**src/rtl/bus_mux_arbiter.sv**
```systemverilog
// Round-robin arbiter for a shared 2-to-1 datapath mux, with a registered valid/ready output stage.
// Optional burst limit compiled in with `define BUS_ARB_BURST_LIMIT_EN (MAX_BURST beats per grant).
module bus_mux_arbiter #(
  parameter int MAX_BURST = 8,
  parameter int DATA_W    = 16
) (
  input  logic              Clock,
  input  logic              Resetn,
  input  logic              Req_A,
  input  logic [DATA_W-1:0] Data_A,
  input  logic              Last_A,
  input  logic              Req_B,
  input  logic [DATA_W-1:0] Data_B,
  input  logic              Last_B,
  output logic              Grant_A,
  output logic              Grant_B,
  output logic              Ack_A,
  output logic              Ack_B,
  output logic              Sel,
  output logic [DATA_W-1:0] Out_Data,
  output logic              Out_Valid,
  input  logic              Out_Ready
);

  if (MAX_BURST < 1 || MAX_BURST > 255) begin : g_max_burst_range
    $error("bus_mux_arbiter: MAX_BURST must be within 1..255");
  end

  typedef enum logic [1:0] {
    IDLE  = 2'd0,
    GNT_A = 2'd1,
    GNT_B = 2'd2
  } state_e;

  state_e            state_q, state_d;
  logic              pref_b_q, pref_b_d;   // 0: A wins a tie, 1: B wins a tie
  logic [DATA_W-1:0] out_data_q, out_data_d;
  logic              out_valid_q, out_valid_d;

  logic              space;
  logic              ack;
  logic              ack_last;
  logic [DATA_W-1:0] ack_data;
  logic              limit_hit;
  logic              release_grant;

  assign Grant_A   = (state_q == GNT_A);
  assign Grant_B   = (state_q == GNT_B);
  assign Sel       = Grant_A;
  assign Out_Data  = out_data_q;
  assign Out_Valid = out_valid_q;

  assign space         = !out_valid_q || Out_Ready;
  assign Ack_A         = Grant_A && Req_A && space;
  assign Ack_B         = Grant_B && Req_B && space;
  assign ack           = Ack_A || Ack_B;
  assign ack_data      = Ack_A ? Data_A : Data_B;
  assign ack_last      = Ack_A ? Last_A : Last_B;
  assign release_grant = ack && (ack_last || limit_hit);

`ifdef BUS_ARB_BURST_LIMIT_EN
  localparam logic [7:0] MaxBurst = 8'(MAX_BURST);

  logic [7:0] beat_cnt_q, beat_cnt_d;

  // The beat that brings the count to MAX_BURST ends the grant.
  assign limit_hit = ack && (beat_cnt_q == MaxBurst - 8'd1);

  always_comb begin
    beat_cnt_d = beat_cnt_q;
    if (release_grant) begin
      beat_cnt_d = 8'd0;
    end else if (ack && (beat_cnt_q != MaxBurst)) begin
      beat_cnt_d = beat_cnt_q + 8'd1;
    end
  end

  always_ff @(posedge Clock or negedge Resetn) begin
    if (!Resetn) begin
      beat_cnt_q <= 8'd0;
    end else begin
      beat_cnt_q <= beat_cnt_d;
    end
  end
`else
  assign limit_hit = 1'b0;
`endif

  always_comb begin
    state_d  = state_q;
    pref_b_d = pref_b_q;
    case (state_q)
      IDLE: begin
        if (Req_A && Req_B) begin
          state_d = pref_b_q ? GNT_B : GNT_A;
        end else if (Req_A) begin
          state_d = GNT_A;
        end else if (Req_B) begin
          state_d = GNT_B;
        end
      end
      GNT_A: begin
        if (release_grant) begin
          pref_b_d = 1'b1;
          state_d  = Req_B ? GNT_B : IDLE;
        end
      end
      GNT_B: begin
        if (release_grant) begin
          pref_b_d = 1'b0;
          state_d  = Req_A ? GNT_A : IDLE;
        end
      end
      default: state_d = IDLE;
    endcase
  end

  always_comb begin
    out_data_d  = out_data_q;
    out_valid_d = out_valid_q;
    if (ack) begin
      out_data_d  = ack_data;
      out_valid_d = 1'b1;
    end else if (Out_Ready) begin
      out_valid_d = 1'b0;
    end
  end

  always_ff @(posedge Clock or negedge Resetn) begin
    if (!Resetn) begin
      state_q     <= IDLE;
      pref_b_q    <= 1'b0;
      out_data_q  <= '0;
      out_valid_q <= 1'b0;
    end else begin
      state_q     <= state_d;
      pref_b_q    <= pref_b_d;
      out_data_q  <= out_data_d;
      out_valid_q <= out_valid_d;
    end
  end

endmodule

```
**config.mk**
```make
export PLATFORM = sky130hd
export DESIGN_NAME = bus_mux_arbiter
export DESIGN_NICKNAME = d
export VERILOG_FILES = /design/src/rtl/bus_mux_arbiter.sv
export SDC_FILE = /design/constraint.sdc
export NUM_CORES = 1
export LEC_CHECK = 0
export ABC_AREA = 1
export BUFFER_PORTS_ARGS = -buffer_cell sky130_fd_sc_hd__clkbuf_2
export CAP_MARGIN = 5
export CORE_UTILIZATION = 42
export CTS_CLUSTER_DIAMETER = 50
export DETAILED_ROUTE_END_ITERATION = 6
export GPL_TIMING_DRIVEN = 1
export PLACE_DENSITY_LB_ADDON = 0.25
export REMOVE_ABC_BUFFERS = 1
export SLEW_MARGIN = 25
export SYNTH_ARGS = -nofsm -noshare
export SYNTH_HDL_FRONTEND = slang
export SYNTH_SLANG_ARGS = --single-unit
```
**constraint.sdc**
```tcl
create_clock -name Clock -period 1.6 [get_ports Clock]
set_input_delay 0.4 -clock Clock [delete_from_list [all_inputs] [get_ports Clock]]
set_output_delay 0.4 -clock Clock [all_outputs]
set_load 0.01 [all_outputs]
```
==> results.toml <==
[outcome]
status = "complete, but fails checks"
violations = "setup timing"

[die]
core_area_um2 = 2255
start_util_pct = 45.45
die-area_um2 = 2641
pin_count = 61
std_cell_rows = 17
die_y_um = 51.40
die_x_um = 51.40

[sta]
fin_setup_tns_ps = -0.01232
grt_setup_unrepaired = "true"
setup_viol = 1
fmax_mhz = 625.0
slew_viol_final = 0
hold_viol_final = 0
setup_slack_ps = -0.01232
skew_ps = 1.165
timing.final.crit_share_pct = 100.0
worst_pin_slew_ps = 489.4
fin_crit_ps = 1600
slew_headroom_pct = 67.38

[hold_path]
hold_class = "in2async"

[setup_path]
worstSetupStartpoint = "state_q[0]"
r2r_cells = 8
crit_required_ps = 1200
cp-end-kind = "output port"
critPathKind = "reg2out"
arrival_ps = 1200
r2r-start = "state_q[0]"
cp-start-kind = "flip-flop"
critPathMaxFanout = 3

[route]
drc = 0
dr.pass1.iters = 4
dr_total_vias = 1072
ant_nets = 0
dr.first_iter.drc_count = 15
wl_mm = 2.563
detail_route.wl_per_cell_um = 11.76
vias_per_cell = 4.917

[global_route]
grt_pass1_wl_mm = 4.133
grt_max_degree = 21
grt_antenna_before_repair = 0
grt_pass1_vias = 954
grt.total_usage_pct = 21.00
overflow = 0

[finish]
final_cell_mix = "56 x clkbuf_2, 27 x nand2_1, 19 x dfrtp_1"
drive_gt1_share_pct = 44.74
layout_commonest_cell = "clkbuf_2"
fillCellCount = 225
antennaDiodeCount = 0
nets = 230
areaGrowthSynthToFinish_pct = 40.05
fin_util_pct = 63.65

[run]
maxCapViolCount = 0

[synthesis]
syn_inst = 122
synth_area_leader_cell = "dfrtp_1"
synth_top_area_share_pct = 48.84
syn-cell-area_um2 = 1025
ys_warn_count = 0
ys_top_cells_by_area = "dfrtp_1 49%, nand2_1 10%, o21ai_0 8.8%, o21ai_1 7.3%, nor2_1 5.9%"
synth_seq_cells = 20
syn_area_per_cell_um2 = 8.399
seq_area_frac_synth_pct = 48.84
ys_types = 21

[placement]
dp_slack_ps = 139.1
port_buffers = 60
routabilityCongestion = 0.7804
hpwl_mm = 1.875

[clock_network]
cts_tree = "yes"
root_buffer = "clkbuf_4"
htree_levels = 1
numCtsBuffers = 3
hold_buffers = 0
clock_path_buffers = 2
clock_latency_ps = 290
clk_pin_slew_worst_paths_ps = 110
clock_sinks = 20

[power]
power_density_nw_per_um2 = 1784
finalPower_mw = 2.561
peakVddDrop_uv = 906.2
power.static_leakage_nw = 0.7785
-- registers in the layout, indices dropped and copies added (netlist names) --
signal     cells
pref_b_q       1
Out_Data      16
Out_Valid      1
state_q        2
-- power by group --
part / total (mW) / switching [mW] / internal (mW) / leakage (nW)
combinational: 1.35 / 0.750 / 0.596 / 0.511
clock: 0.292 / 0.154 / 0.139 / 0.0210
sequential: 0.922 / 0.168 / 0.754 / 0.247
total: 2.56 / 1.07 / 1.49 / 0.778
-- synthesized netlist by cell type --
library cell,count
nand3_2,1
dfrtp_1,20
nor2_2,1
nor2_1,16
nand3_4,1
o21ai_1,15
buf_8,1
buf_6,4
o31ai_1,1
nand4_1,1
a21oi_1,1
nor2_4,1
nand3_1,2
clkinv_4,1
inv_2,3
o21ai_0,18
buf_4,1
a31oi_1,1
inv_1,4
nand2_1,28
nand2_4,1
-- critical path, stage by stage (launching register included) --
cell and delay, ps:
dfrtp_1 450, inv_2 80, nor2_4 130, nand3_4 100, clkinv_4 60, buf_6 90
-- worst paths after layout --
kind                                end  slack (ps)
max in group asynchronous    state_q[1]        1200
max reg2reg                Out_Data[15]         120
min                         Out_Data[1]          40
min in group Clock          Out_Data[6]         360
min reg2reg                 Out_Data[0]         510
max                               Ack_A       -0.01
-- final cells by class --
cell class                      count  area [um^2]  share of cell area (%)
Multi-Input combinational cell     88        429.2                   29.90
Timing Repair Buffer               70        397.9                   27.72
Tap cell                           28        35.03                   2.441
Inverter                            8        35.03                   2.441
Clock buffer                        4        36.28                   2.528
Sequential cell                    20        501.7                   34.96
-- stage by stage --
step,hold slack (ps),cell area [um^2],instances
floorplan,104.4,957.2,116
global placement,382.4,1315,207
detailed placement,393.6,1315,207
CTS,48.50,1393,216
global route,62.58,1435,218
finish,41.89,1435,218
-- metal layers --
layer  GRT usage [%]  wire length, um  vias up
met5               0                0        -
met4           8.559               39        0
met3           4.464              196        4
met2           32.47             1208       52
met1           28.33             1119      482
li1                -                -      534
-- cell families (layout without fill, tap and decap cells) --
| group | after synthesis | in the layout | share of synthesized area [%] |
|---|---|---|---|
| AND/OR/NAND/NOR | 52 | 52 | 23.20 |
| AO/OA/AOI/OAI | 36 | 36 | 17.95 |
| flip-flops | 20 | 20 | 48.84 |
| buffers and inverters | 14 | 82 | 10.01 |
-- repair_timing --
item	in CTS	in global routing
pin swaps	2	2
setup buffers	5	2
endpoints found under the setup margin	2	5
resized for setup	2	9
No activity file was read; power rests on OpenSTA's default activity.
